===== src/rtl/ex_muldiv.sv =====
// RV32M execute unit: iterative shift-add multiplier and restoring divider, one bit per cycle.
// Holds the ID/EX stage via stallReq_out until the result is presented for one cycle.
module ex_muldiv #(
    parameter int XLEN = 32
) (
    input  logic            clk_in,
    input  logic            rst_in,
    input  logic            pcJump_in,
    input  logic            start_in,
    input  logic [2:0]      op_in,
    input  logic [XLEN-1:0] rs1Data_in,
    input  logic [XLEN-1:0] rs2Data_in,
    input  logic [4:0]      rdIdx_in,
    output logic            stallReq_out,
    output logic            rdE_out,
    output logic [4:0]      rdIdx_out,
    output logic [XLEN-1:0] rdData_out
);

    localparam int CW = $clog2(XLEN);

    typedef enum logic [1:0] {
        ST_IDLE = 2'd0,
        ST_BUSY = 2'd1,
        ST_DONE = 2'd2
    } state_t;

    localparam logic [2:0] OP_MUL    = 3'd0;
    localparam logic [2:0] OP_MULH   = 3'd1;
    localparam logic [2:0] OP_MULHSU = 3'd2;
    localparam logic [2:0] OP_MULHU  = 3'd3;
    localparam logic [2:0] OP_DIV    = 3'd4;
    localparam logic [2:0] OP_REM    = 3'd6;

    localparam logic [XLEN-1:0]   ZERO     = {XLEN{1'b0}};
    localparam logic [XLEN-1:0]   ONES     = {XLEN{1'b1}};
    localparam logic [XLEN-1:0]   ONE      = {{(XLEN-1){1'b0}}, 1'b1};
    localparam logic [XLEN-1:0]   SMIN     = {1'b1, {(XLEN-1){1'b0}}};
    localparam logic [2*XLEN-1:0] ONE2     = {{(2*XLEN-1){1'b0}}, 1'b1};
    localparam logic [CW-1:0]     CNT_ONE  = {{(CW-1){1'b0}}, 1'b1};
    localparam logic [CW-1:0]     CNT_LAST = {CW{1'b1}};

    function automatic logic [XLEN-1:0] f_cond_neg(input logic [XLEN-1:0] v, input logic neg);
        return neg ? (~v + ONE) : v;
    endfunction

    state_t             r_state;
    state_t             w_next_state;
    logic [CW-1:0]      r_cnt;
    logic [2:0]         r_op;
    logic [4:0]         r_rd_idx;
    logic [XLEN-1:0]    r_opa;
    logic [2*XLEN-1:0]  r_acc;
    logic               r_neg;
    logic               r_rde;
    logic [4:0]         r_rd_idx_out;
    logic [XLEN-1:0]    r_rd_data;

    logic               w_accept;
    logic               w_stall;
    logic               w_a_signed;
    logic               w_b_signed;
    logic               w_a_neg;
    logic               w_b_neg;
    logic [XLEN-1:0]    w_a_mag;
    logic [XLEN-1:0]    w_b_mag;
    logic               w_div_zero;
    logic               w_ovf;
    logic               w_fast;
    logic [XLEN-1:0]    w_fast_data;
    logic               w_neg_init;
    logic [XLEN:0]      w_mul_sum;
    logic [2*XLEN-1:0]  w_mul_next;
    logic [XLEN:0]      w_rem_sh;
    logic               w_ge;
    logic [XLEN-1:0]    w_rem_sub;
    logic [2*XLEN-1:0]  w_div_next;
    logic [2*XLEN-1:0]  w_step;
    logic [2*XLEN-1:0]  w_raw;
    logic [2*XLEN-1:0]  w_fix;
    logic [XLEN-1:0]    w_result;
    logic               w_last;

    // Operand decode at accept: signedness, magnitudes and the single-cycle corner cases.
    always_comb begin
        w_accept   = (r_state == ST_IDLE) && start_in && !pcJump_in;
        w_a_signed = (op_in == OP_MULH) || (op_in == OP_MULHSU) || (op_in == OP_DIV) || (op_in == OP_REM);
        w_b_signed = (op_in == OP_MULH) || (op_in == OP_DIV) || (op_in == OP_REM);
        w_a_neg    = w_a_signed && rs1Data_in[XLEN-1];
        w_b_neg    = w_b_signed && rs2Data_in[XLEN-1];
        w_a_mag    = f_cond_neg(rs1Data_in, w_a_neg);
        w_b_mag    = f_cond_neg(rs2Data_in, w_b_neg);
        w_div_zero = op_in[2] && (rs2Data_in == ZERO);
        w_ovf      = op_in[2] && !op_in[0] && (rs1Data_in == SMIN) && (rs2Data_in == ONES);
        w_fast     = w_div_zero || w_ovf;
        // Remainder sign follows the dividend; everything else takes the product/quotient sign.
        w_neg_init = (op_in[2] && op_in[1]) ? w_a_neg : (w_a_neg ^ w_b_neg);
        if (w_div_zero) begin
            w_fast_data = op_in[1] ? rs1Data_in : ONES;
        end else begin
            w_fast_data = op_in[1] ? ZERO : SMIN;
        end
    end

    // One iteration of either engine plus final sign correction and result selection.
    always_comb begin
        w_mul_sum  = {1'b0, r_acc[2*XLEN-1:XLEN]} + {1'b0, (r_acc[0] ? r_opa : ZERO)};
        w_mul_next = {w_mul_sum, r_acc[XLEN-1:1]};
        w_rem_sh   = {r_acc[2*XLEN-1:XLEN], r_acc[XLEN-1]};
        w_ge       = (w_rem_sh >= {1'b0, r_opa});
        w_rem_sub  = w_rem_sh[XLEN-1:0] - r_opa;
        w_div_next = {(w_ge ? w_rem_sub : w_rem_sh[XLEN-1:0]), r_acc[XLEN-2:0], w_ge};
        w_step     = r_op[2] ? w_div_next : w_mul_next;
        if (r_op[2]) begin
            w_raw = r_op[1] ? {ZERO, w_step[2*XLEN-1:XLEN]} : {ZERO, w_step[XLEN-1:0]};
        end else begin
            w_raw = w_step;
        end
        w_fix = r_neg ? (~w_raw + ONE2) : w_raw;
        case (r_op)
            OP_MUL:                       w_result = w_fix[XLEN-1:0];
            OP_MULH, OP_MULHSU, OP_MULHU: w_result = w_fix[2*XLEN-1:XLEN];
            default:                      w_result = w_fix[XLEN-1:0];
        endcase
        w_last = (r_cnt == CNT_LAST);
    end

    // Next-state and stall request.
    always_comb begin
        w_next_state = r_state;
        w_stall      = 1'b0;
        case (r_state)
            ST_IDLE: begin
                if (w_accept) begin
                    w_next_state = w_fast ? ST_DONE : ST_BUSY;
                    w_stall      = 1'b1;
                end else begin
                    w_next_state = ST_IDLE;
                end
            end
            ST_BUSY: begin
                if (pcJump_in) begin
                    w_next_state = ST_IDLE;
                end else if (w_last) begin
                    w_next_state = ST_DONE;
                    w_stall      = 1'b1;
                end else begin
                    w_next_state = ST_BUSY;
                    w_stall      = 1'b1;
                end
            end
            ST_DONE: w_next_state = ST_IDLE;
            default: w_next_state = ST_IDLE;
        endcase
    end

    // State register.
    always_ff @(posedge clk_in or negedge rst_in) begin
        if (!rst_in) begin
            r_state <= ST_IDLE;
        end else begin
            r_state <= w_next_state;
        end
    end

    // Operand latch, iteration and registered result.
    always_ff @(posedge clk_in or negedge rst_in) begin
        if (!rst_in) begin
            r_cnt        <= {CW{1'b0}};
            r_op         <= 3'd0;
            r_rd_idx     <= 5'd0;
            r_opa        <= ZERO;
            r_acc        <= {ZERO, ZERO};
            r_neg        <= 1'b0;
            r_rde        <= 1'b0;
            r_rd_idx_out <= 5'd0;
            r_rd_data    <= ZERO;
        end else begin
            case (r_state)
                ST_IDLE: begin
                    if (w_accept) begin
                        r_op     <= op_in;
                        r_rd_idx <= rdIdx_in;
                        r_neg    <= w_neg_init;
                        r_cnt    <= {CW{1'b0}};
                        // Divider iterates over the dividend; multiplier over operand B.
                        if (op_in[2]) begin
                            r_opa <= w_b_mag;
                            r_acc <= {ZERO, w_a_mag};
                        end else begin
                            r_opa <= w_a_mag;
                            r_acc <= {ZERO, w_b_mag};
                        end
                        if (w_fast) begin
                            r_rde        <= 1'b1;
                            r_rd_idx_out <= rdIdx_in;
                            r_rd_data    <= w_fast_data;
                        end
                    end
                end
                ST_BUSY: begin
                    if (!pcJump_in) begin
                        r_acc <= w_step;
                        r_cnt <= r_cnt + CNT_ONE;
                        if (w_last) begin
                            r_rde        <= 1'b1;
                            r_rd_idx_out <= r_rd_idx;
                            r_rd_data    <= w_result;
                        end
                    end
                end
                ST_DONE: r_rde <= 1'b0;
                default: r_rde <= 1'b0;
            endcase
        end
    end

    // A flush arriving while the result is presented cancels the register write.
    assign rdE_out      = r_rde && !pcJump_in;
    assign rdIdx_out    = r_rd_idx_out;
    assign rdData_out   = r_rd_data;
    assign stallReq_out = rst_in && w_stall;

endmodule


===== config.mk =====
export PLATFORM = sky130hd
export DESIGN_NAME = ex_muldiv
export DESIGN_NICKNAME = d
export VERILOG_FILES = /design/src/rtl/ex_muldiv.sv
export SDC_FILE = /design/constraint.sdc
export NUM_CORES = 1
export LEC_CHECK = 0
export ABC_CLOCK_PERIOD_IN_PS = 5500
export BUFFER_PORTS_ARGS = -buffer_cell sky130_fd_sc_hd__buf_2
export CELL_PAD_IN_SITES_DETAIL_PLACEMENT = 0
export CELL_PAD_IN_SITES_GLOBAL_PLACEMENT = 1
export CORE_ASPECT_RATIO = 1.25
export CORE_UTILIZATION = 45
export DETAILED_ROUTE_END_ITERATION = 10
export GPL_TIMING_DRIVEN = 0
export PLACE_DENSITY_LB_ADDON = 0.1
export SLEW_MARGIN = 20
export SYNTH_ARGS = -nofsm -noshare
export SYNTH_HDL_FRONTEND = slang
export SYNTH_SLANG_ARGS = --single-unit
export TNS_END_PERCENT = 5

===== constraint.sdc =====
create_clock -name clk_in -period 5.5 [get_ports clk_in]
set_clock_uncertainty 0.15 [all_clocks]
set_input_delay 0 -clock clk_in [delete_from_list [all_inputs] [get_ports clk_in]]
set_output_delay 0 -clock clk_in [all_outputs]
set_load 0.02 [all_outputs]

==> results of run 1 <==
## report_power, final
part | switching, uW | internal, uW
Sequential | 303 | 1280
Clock | 610 | 608
Combinational | 3870 | 1870
## tightest hold or removal path: cells and delay by family
kind	cells	cell delay (ns)
buf+inv	3	1.02
## how the worst max path moves through the flow
| stage | depth (start not counted) | end | from | slack, ns |
|---|---|---|---|---|
| final | 18 | rdData_out[14] | r_acc[40] | -0.003 |
| after global routing | 18 | rdData_out[13] | r_opa[11] | -0.08 |
| after CTS | 18 | rdData_out[25] | r_acc[0] | 0.003 |
| after detailed placement | 18 | rdData_out[25] | r_acc[0] | -1.82 |
| after global placement | 18 | rdData_out[25] | r_acc[0] | -1.74 |
| after floorplan | 18 | rdData_out[25] | r_acc[0] | 0.51 |
## cells in the final DEF, fill, tap and decap left out, types with 48 or more instances in the layout
master and count:
clkbuf_1 104, xnor2_1 69, nor2_1 208, dfrtp_1 138, a21oi_1 189, o21ai_0 234
and2_1 48, inv_1 71, dlygate4sd3_1 58, nand2_1 318, nor3_1 57, mux2i_1 52
buf_2 136, a21o_1 48, ha_1 69
## stage by stage
| stage | cells | instance area [sq um] | hold slack, ns | setup slack (ns) | util, % |
|---|---|---|---|---|---|
| after floorplan | 2344 | 16800 | -0.446 | 0.508 | - |
| after global placement | 2936 | 18000 | 0.0627 | -1.74 | 49.2 |
| after detailed placement | 2940 | 18100 | -0.155 | -1.82 | 49.5 |
| after CTS | 3047 | 19800 | 0.00177 | 0.00318 | 54.1 |
| after global routing | 3061 | 20200 | 0.0337 | -0.0850 | 55.3 |
| final | 3061 | 20200 | -0.00779 | -0.00350 | 55.3 |
## sequential cells by signal, indices dropped and copies added (netlist names)
signal      flops
r_acc          64
r_cnt           5
r_neg           1
r_op            3
r_opa          32
r_rd_idx        5
r_rde           1
r_state         2
rdData_out     32
rdIdx_out       5
## repair_timing
item / CTS / global route
pin swaps: 10 / 25
setup endpoints to repair: 32 / 31
hold endpoints to repair: 215 / 0
hold buffers: 59 / 0
setup buffers: 18 / 16
resized for setup: 78 / 65
## layout make-up
class                      count  area (sq um)  share of cell area (%)
buffer                       157           718                    3.56
clock buffer                  17           425                    2.11
clock inverter                15           159                   0.787
inverter                      73           274                    1.36
multi-input combinational   1960         12700                    63.1
sequential                   150          3770                    18.7
tap                          480           601                    2.98
timing repair buffer         209          1500                    7.45
## per-layer routing
layer / global-route usage, % / vias to the layer above / share of wire, %
met4: 38.1 / 2 / 9.9
met2: 68.7 / 1258 / 43
li1: - / 9006 / -
met5: 0 / - / 0.019
met3: 8.82 / 318 / 9.8
met1: 53.9 / 9638 / 37
## logic make-up after synthesis
| group | Yosys count | share of synthesized area [%] |
|---|---|---|
| buffers and inverters | 234 | 5.64 |
| multiplexers | 70 | 4.25 |
| flip-flops | 150 | 22.3 |
| adder cells (fa/ha/maj) | 72 | 5.45 |
| AND/OR/NAND/NOR | 909 | 26.0 |
| XOR/XNOR | 114 | 5.95 |
| AO/OA/AOI/OAI | 795 | 30.4 |
==> summary.txt, run 1 <==
Placed design
  • Gpl congestion: 1.07
  • Port Buffer Count: 112
  • DP HPWL: 67600 microns

Setup path
  • Crit path launch type: register
  • Critical Path Slowest Stage Cell: or4_1
  • Worst endpoint data arrival time: 5.75 ns
  • R2R Setup Slk: -0.003 ns
  • Crit path cell chain: ha_1, buf_2, nand4_1, nor4_4, nand3_2, o211a_1, nand2_2, buf_6, clkbuf_4, a31oi_1, o31ai_2, and2_1, and3_1, buf_2, nand2_2, or4_1, o311a_1, o21ai_1
  • CP max FO: 10
  • R2r endpoint: rdData_out[14]
  • Reg2Reg Launch Point: r_acc[40]
  • Cell family contributing the most delay on the critical path: simple AND/OR/NAND/NOR gates
  • Worst path max stage delay: 0.56 ns
  • Setup CP Type: reg2reg
  • Worst Path Required: 5.74 ns
  • Worst setup EP type: register
  • Critical path buffers and inverters: 4
  • R2R depth: 18

STA
  • # setup viols final: 1
  • Slew headroom: 15.8%
  • Min Hold Slack: -0.00779 ns
  • Worst slew pin tran: 1.25 ns
  • Fmax: 182 MHz
  • RSZ-0062 raised after global routing: yes
  • Setup tns final: -0.00350 ns
  • Fin crit period: 5.50 ns
  • Max Slew Vio Count: 0
  • Number of hold violations in the final report: 3
  • Final period util: 100%
  • Slack of the critical path: -0.00350 ns

Global route
  • Grt ovf: 0
  • Initial antenna violation count: 3
  • Largest net degree at the start of global routing: 91
  • Global-route wire length before repair: 124000 microns
  • Tot GR Track Use: 44.8%
  • Vias in the first global route: 19100

Routing
  • Via count: 20200
  • Initial DRC Count: 2684
  • Avg WL per Cell: 28.2 microns
  • DRC: 0
  • Post-route ant nets: 0
  • DR pass1 iterations: 7
  • Vias per cell: 6.61
  • WL final: 86300 microns

Run status
  • Failing checks: negative hold slack, negative setup slack
  • Outcome: finished with violations

Die
  • Chip height: 218 microns
  • Core ar.: 0.0365 sq mm
  • Die width: 175 microns
  • Rows: 78
  • Die footprint: 0.0381 sq mm
  • Starting Density: 46.0%
  • Top-level I/O count: 115

Synth
  • Post-synth EDFFs: 0
  • Post-synth ARST share: 100%
  • Most used DFF post-synth: dfrtp_1
  • Synth Cell Area: 0.0168 sq mm
  • Synth cell types: 96
  • Area leader, netlist: dfrtp_1
  • Count leader, synth: nand2_1
  • Top post-synthesis cells by count: 320 x nand2_1, 240 x o21ai_0, 210 x nor2_1
  • Syn_nets: 2492
  • Top cell type's share of synthesized area: 22.3%
  • Synth Instances: 2344
  • Flops & latches, synth: 150
  • Syn Area/Cell: 7.17 sq um
  • Sequential-to-total area share from yosys stat: 22.3%
  • Synth area leaders: dfrtp_1 22%, nand2_1 7.2%, o21ai_0 7.2%, a21oi_1 5.8%, ha_1 5.2%
  • Yosys Warn Count: 0

Clocking
  • Root Buffer: clkbuf_16
  • Clk buf depth: 2
  • Clk_lat worst skew: 0.47 ns
  • CTS tree: built
  • Deepest level of the CTS H-tree: 4
  • Clk pin slew, worst setup/hold paths: 0.08 ns
  • Num CTS Buffers: 17
  • CTS sink count: 150

Layout
  • Final nets: 2716
  • FILL cells: 3571
  • Ant diodes: 0
  • P&R area growth vs syn: 20.2%
  • Share of cells above drive strength 1: 14.3%

Pwr
  • Total power: 8540 uW
  • Worst IR Drop VDD: 0.000238 V
  • Power Density: 423 mW/mm^2
  • Cell leakage power: 0.00866 uW

Worst hold path
  • Hold Crit Class: in2async

Run
  • Max-Cap Viols: 0
Power figures use the tool's default switching activity.
==> run 2: changes to the inputs <==
--- a/config.mk
+++ b/config.mk
@@ -5,7 +5,7 @@
 export SDC_FILE = /design/constraint.sdc
 export NUM_CORES = 1
 export LEC_CHECK = 0
-export ABC_CLOCK_PERIOD_IN_PS = 5500
+export ABC_CLOCK_PERIOD_IN_PS = 5760
 export BUFFER_PORTS_ARGS = -buffer_cell sky130_fd_sc_hd__buf_2
 export CELL_PAD_IN_SITES_DETAIL_PLACEMENT = 0
 export CELL_PAD_IN_SITES_GLOBAL_PLACEMENT = 1
==> constraint.sdc (replaced) <==
create_clock -name clk_in -period 5.76 [get_ports clk_in]
set_clock_uncertainty 0.15 [all_clocks]
set_input_delay 0 -clock clk_in [delete_from_list [all_inputs] [get_ports clk_in]]
set_output_delay 0 -clock clk_in [all_outputs]
set_load 0.02 [all_outputs]
==> run 2 against run 1 <==
Net effect: the flow finishes with violations (negative hold slack); combinational power is 8.4% lower; worst setup slack better by 0.0060 ns; hold slack better by 0.0026 ns; critical path depth is 2 higher; wire length is 0.88% lower; power is 7.2% lower; flip-flop and latch count stayed put; final cell count is 0.49% lower; utilization is 1.1 points lower; die area stayed put; via count is 0.31% lower; critical endpoint is now rdData_out[22].
==> summary.txt, run 2 (same netlist as run 1, synthesis figures left out) <==
Clocking
  • CTS sink count: 150
  • Clk pin slew, worst setup/hold paths: 0.08 ns
  • Num CTS Buffers: 17
  • Clk buf depth: 2
  • Root Buffer: clkbuf_16
  • Deepest level of the CTS H-tree: 4
  • Clk_lat worst skew: 0.47 ns
  • CTS tree: built

Die
  • Core ar.: 0.0365 sq mm
  • Top-level I/O count: 115
  • Die width: 175 microns
  • Rows: 78
  • Starting Density: 46.0%
  • Die footprint: 0.0381 sq mm
  • Chip height: 218 microns

Placed design
  • Place WS: -1.56 ns
  • DP HPWL: 67600 microns
  • Placed cells: 2940
  • Port Buffer Count: 112
  • Gpl congestion: 1.07

Run
  • Max-Cap Viols: 0

Layout
  • Sequential standard cell area: 0.00376 sq mm
  • Final nets: 2701
  • Commonest cells after routing, fill and taps aside: 318 x nand2_1, 236 x o21ai_0, 209 x nor2_1, 192 x a21oi_1, 143 x dfrtp_1
  • FILL cells: 3625
  • Share of cells above drive strength 1: 12.7%
  • Max reg flops: 64
  • Multi-input gate area: 0.0125 sq mm
  • Largest reg by FF count: r_acc
  • P&R area growth vs syn: 17.8%
  • Leading cell type in the layout, fill and taps excluded: nand2_1
  • Ant diodes: 0
  • Final Instance Count excl. Fillers: 3046

STA
  • Number of hold violations in the final report: 3
  • Fmax: 174 MHz
  • Slew headroom: 17.0%
  • Final period util: 100%
  • Min Hold Slack: -0.00516 ns
  • Max Slew Vio Count: 0
  • # setup viols final: 0
  • Slack of the critical path: 0.00250 ns
  • Fin crit period: 5.76 ns
  • Worst slew pin tran: 1.24 ns
  • RSZ-0062 raised after global routing: yes

Routing
  • Post-route ant nets: 0
  • Initial DRC Count: 2581
  • DRC: 0
  • Via count: 20200
  • Avg WL per Cell: 28.1 microns
  • WL final: 85500 microns
  • DR pass1 iterations: 6
  • Vias per cell: 6.62

Pwr
  • Cell leakage power: 0.00855 uW
  • Total power: 7930 uW
  • Power Density: 401 mW/mm^2
  • Worst IR Drop VDD: 0.000218 V

Global route
  • Largest net degree at the start of global routing: 91
  • Grt ovf: 0
  • Global-route wire length before repair: 124000 microns
  • Initial antenna violation count: 2
  • Tot GR Track Use: 44.5%
  • Vias in the first global route: 19000

Setup path
  • Worst Path Required: 6.02 ns
  • Setup CP Type: reg2reg
  • Worst path max stage delay: 0.61 ns
  • Worst endpoint data arrival time: 6.02 ns
  • CP max FO: 10
  • Critical Path Slowest Stage Cell: or4_4
  • Crit path cell chain: inv_1, ha_1, buf_2, a21oi_1, o21a_1, o21ai_1, o311a_1, buf_6, buf_2, o21ai_0, a22o_1, ha_2, nand3_4, or4_4, nor4_4, buf_4, nand4b_1, mux2i_1, a221oi_4, o22a_1
  • Crit path launch type: register
  • Worst setup EP type: register
  • CP most frequent cell: buf_2

Run status
  • Failing checks: negative hold slack
  • Outcome: finished with violations

Worst hold path
  • Hold Crit Class: in2async
## run 2: cell types whose count changed in the layout (fill, tap and decap cells not counted), moves of 5 or more
cell / before / now
buf_2: 136 / 142
buf_4: 37 / 25
clkbuf_4: 6 / 0
dfrtp_1: 138 / 143
dfrtp_2: 12 / 7
## run 2: per-layer routing
metal  vias to the layer above  part of all wire [%]  global-route usage, %
met5                         -                 0.015                      0
met4                         2                   9.6                   36.4
met3                       315                   9.5                   8.40
met2                      1245                    43                   68.8
met1                      9621                    38                   53.8
li1                       8976                     -                      -
## run 2: worst paths after layout
check / end / start / slack (ns) / cells after the start
setup / recovery: rdData_out[22] / r_opa[16] / 0.003 / 20
hold / removal: rdData_out[5] / rst_in / -0.005 / 3
setup reg to reg: rdData_out[22] / r_opa[16] / 0.003 / 20
hold reg to reg: r_rd_idx[0] / r_rd_idx[0] / 0.34 / 2
max in group asynchronous: r_opa[10] / rst_in / 5.00 / 3
min in group clk_in: r_opa[2] / rs1Data_in[2] / 0.02 / 5
## run 2: timing repair
item,in CTS,in global routing
hold endpoints to repair,215,0
pin swaps,3,11
hold buffers,59,0
gates resized for setup,44,50
setup endpoints to repair,30,22
setup buffers,8,8
## run 2: layout make-up
cell class | instances | share of cell area, %
multi-input combinational | 1960 | 63.3
sequential | 150 | 19.0
timing repair buffer | 192 | 6.83
buffer | 159 | 3.50
tap | 480 | 3.03
clock buffer | 17 | 2.15
inverter | 73 | 1.38
clock inverter | 15 | 0.803
## run 2: power breakdown
part | internal, uW | switching (uW) | total, uW | leakage [uW]
combinational | 1670 | 3590 | 5260 | 0.00632
sequential | 1220 | 286 | 1510 | 0.00195
clock | 580 | 577 | 1160 | 0.000286
## run 2: worst max-delay path: cells and delay by family (launching register included)
| family | cells | cell delay, ns |
|---|---|---|
| AND/OR/NAND/NOR | 4 | 1.18 |
| flip-flops | 1 | 0.45 |
| adder cells (fa/ha/maj) | 2 | 0.56 |
| multiplexers | 1 | 0.21 |
| buffers and inverters | 5 | 0.85 |
| AO/OA/AOI/OAI | 8 | 2.32 |
## run 2: per-stage QoR
stage               utilization (%)  cell area, sq um  setup TNS (ns)
finish                         54.2             19800               0
global route                   54.2             19800          -0.626
CTS                            53.4             19500          -0.138
detailed placement             49.5             18100          -18.47
global placement               49.2             18000          -17.76
floorplan                         -             16800               0
==> run 3: changes to the inputs <==
--- a/config.mk
+++ b/config.mk
@@ -5,12 +5,12 @@
 export SDC_FILE = /design/constraint.sdc
 export NUM_CORES = 1
 export LEC_CHECK = 0
-export ABC_CLOCK_PERIOD_IN_PS = 5760
+export ABC_AREA = 1
 export BUFFER_PORTS_ARGS = -buffer_cell sky130_fd_sc_hd__buf_2
 export CELL_PAD_IN_SITES_DETAIL_PLACEMENT = 0
 export CELL_PAD_IN_SITES_GLOBAL_PLACEMENT = 1
 export CORE_ASPECT_RATIO = 1.25
-export CORE_UTILIZATION = 45
+export CORE_UTILIZATION = 44
 export DETAILED_ROUTE_END_ITERATION = 10
 export GPL_TIMING_DRIVEN = 0
 export PLACE_DENSITY_LB_ADDON = 0.1
==> run 3 against run 2 <==
Net effect: the run now ends clean; utilization down 2.7 points; flip-flop and latch count is the same; synthesized cell count is 29% higher; clock power about the same; critical path type unchanged; largest cell class unchanged; highest routed layer is now met4.
==> summary.txt, run 3 <==
Synth
  • Post-synth ARST share: 100%
  • Most used DFF post-synth: dfrtp_1
  • Syn Area/Cell: 5.81 sq um
  • Syn_nets: 3178
  • Synth cell types: 54
  • Sequential-to-total area share from yosys stat: 21.3%
  • Top cell type's share of synthesized area: 21.3%
  • Synth area leaders: dfrtp_1 21%, nand2_1 20%, inv_1 8.8%, nand3_1 6.8%, nor2_1 6.1%
  • Count leader, synth: nand2_1
  • Top post-synthesis cells by count: 948 x nand2_1, 413 x inv_1, 286 x nor2_1
  • Synth Cell Area: 0.0176 sq mm
  • Area leader, netlist: dfrtp_1
  • Post-synth EDFFs: 0
  • Flops & latches, synth: 150
  • Synth Instances: 3030
  • Yosys Warn Count: 0

STA
  • Slew headroom: 28.8%
  • Worst slew pin tran: 1.06 ns
  • # setup viols final: 0
  • Number of hold violations in the final report: 0
  • Max Slew Vio Count: 0
  • Fin crit period: 5.60 ns
  • RSZ-0062 raised after global routing: no
  • Min Hold Slack: 0.00340 ns
  • Fmax: 179 MHz
  • Final period util: 97.2%

Setup path
  • Worst endpoint data arrival time: 5.77 ns
  • Crit path cell chain: clkbuf_2, nand2_1, inv_1, ha_1, a21oi_1, o21ai_1, inv_1, nand2_1, nand2_1, nand2_1, or2_2, nand3_1, nand3_1, nand2_1, nand2_1, nor2_1, nand2_1, nor2_4, nand2_2, nand2_2, a21oi_1, o21ai_0, a21oi_1
  • Critical path buffers and inverters: 3
  • Critical Path Slowest Stage Cell: dfrtp_1
  • Worst path max stage delay: 0.55 ns
  • Worst Path Required: 5.93 ns
  • Setup CP Type: reg2reg
  • Worst setup EP type: register
  • CP max FO: 10
  • CP most frequent cell: nand2_1
  • Crit path launch type: register
  • Cell family contributing the most delay on the critical path: simple AND/OR/NAND/NOR gates

Layout
  • Largest reg by FF count: r_acc
  • Final Cell Area: 0.0202 sq mm
  • Share of cells above drive strength 1: 9.07%
  • Commonest cells after routing, fill and taps aside: 948 x nand2_1, 413 x inv_1, 286 x nor2_1, 237 x nand3_1, 208 x o21ai_0
  • P&R area growth vs syn: 15.0%
  • Max reg flops: 64
  • Final nets: 3388
  • Leading cell type in the layout, fill and taps excluded: nand2_1

Clocking
  • Post-CTS Setup Inserts: 0
  • Clk buf depth: 2
  • CTS tree: built
  • Deepest level of the CTS H-tree: 4
  • Num CTS Buffers: 17
  • CTS sink count: 150
  • Clk_lat worst skew: 0.47 ns
  • Root Buffer: clkbuf_16
  • Clk pin slew, worst setup/hold paths: 0.07 ns

Routing
  • Via count: 22100
  • Initial DRC Count: 2642
  • WL final: 89500 microns
  • Post-route ant nets: 0
  • Avg WL per Cell: 23.9 microns
  • DRC: 0
  • DR pass1 iterations: 6
  • Vias per cell: 5.89

Pwr
  • Worst IR Drop VDD: 0.000298 V
  • Total power: 11900 uW
  • Power Density: 588 mW/mm^2
  • Cell leakage power: 0.0106 uW

Global route
  • Largest net degree at the start of global routing: 87
  • Vias in the first global route: 20900
  • Tot GR Track Use: 43.5%
  • Global-route wire length before repair: 130000 microns
  • Grt ovf: 0
  • Initial antenna violation count: 1

Worst hold path
  • Hold Crit Class: in2async

Placed design
  • Port Buffer Count: 112
  • DP HPWL: 73500 microns
  • Gpl congestion: 1.10
  • Placement Cell Area: 0.0189 sq mm

Run status
  • Outcome: finished, final reports clean

Die
  • Die width: 181 microns
  • Top-level I/O count: 115
  • Core ar.: 0.0393 sq mm
  • Chip height: 226 microns
  • Starting Density: 44.8%
  • Rows: 81
  • Die footprint: 0.0408 sq mm

Run
  • Max-Cap Viols: 0
==> run 3: changes by cell type in the layout (fill, tap and decap cells not counted), moves of 46 or more <==
cell and change:
a21o_1 -46, nand2_1 +630, nor2_1 +77, nand3_1 +194, inv_1 +342, and2_1 -46, mux2i_1 -54
==> run 3: logic make-up after synthesis <==
group,after synthesis,synth area share (%)
AOI/OAI and AO/OA,487,15.3
xor gates and xnor gates,94,4.67
adders and majority gates,72,5.20
buffers and inverters,531,11.7
DFF,150,21.3
and+or+nand+nor,1696,41.9
==> run 3: routing by layer <==
metal  up-vias  GRT usage, %  wire length (microns)
met5         -             0                      0
met4         0          36.8                   8620
met3       355          8.18                   8140
met2      1353          71.6                  40300
met1     10200          49.0                  32500
li1      10200             -                      -
==> run 3: worst min-delay path, cell delays in order <==
cell           delay (ns)
dlygate4sd3_1        0.56
buf_8                0.12
buf_16               0.33
==> run 3: worst paths after layout <==
kind	depth (start not counted)	startpoint	slack, ns	to
hold reg to reg	1	r_cnt[3]	0.32	r_cnt[3]
hold / removal	3	rst_in	0.003	r_cnt[1]
max in group asynchronous	4	rst_in	4.73	rdData_out[12]
setup / recovery	23	r_acc[0]	0.16	rdData_out[2]
setup reg to reg	23	r_acc[0]	0.16	rdData_out[2]
min in group clk_in	3	pcJump_in	0.02	r_opa[19]
==> run 3: area by class of cell <==
class / count / area (sq um)
fillers: 4314 / 19100
multi-input cells: 2349 / 11800
flip-flops and latches: 150 / 3750
inverters: 427 / 1600
repair buffers: 192 / 1410
well taps: 498 / 623
clock buffers: 19 / 453
plain buffers: 103 / 453
clock inverters: 13 / 133
diodes: 1 / 2.50
==> run 3: stage by stage <==
step / instances / setup TNS, ns / utilization, % / setup slack, ns
after floorplan: 3030 / 0 / - / 1.97
after global placement: 3640 / -0.166 / 47.8 / -0.129
after CTS: 3752 / 0 / 51.4 / 0.114
final: 3752 / 0 / 51.5 / 0.162
after global routing: 3751 / 0 / 51.5 / 0.0808
after detailed placement: 3642 / -0.0532 / 48.0 / -0.0532
==> run 3: timing repair <==
action | 4_1_cts | 5_1_grt
hold buffers | 78 | 0
hold endpoints to repair | 236 | 0
endpoints found under the setup margin | 1 | 27
gates resized for setup | 1 | 8
==> run 3: power breakdown <==
group	total (uW)	internal, uW	switching [uW]
logic	8770	2580	6180
registers	1960	1480	480
clock network	1180	631	552
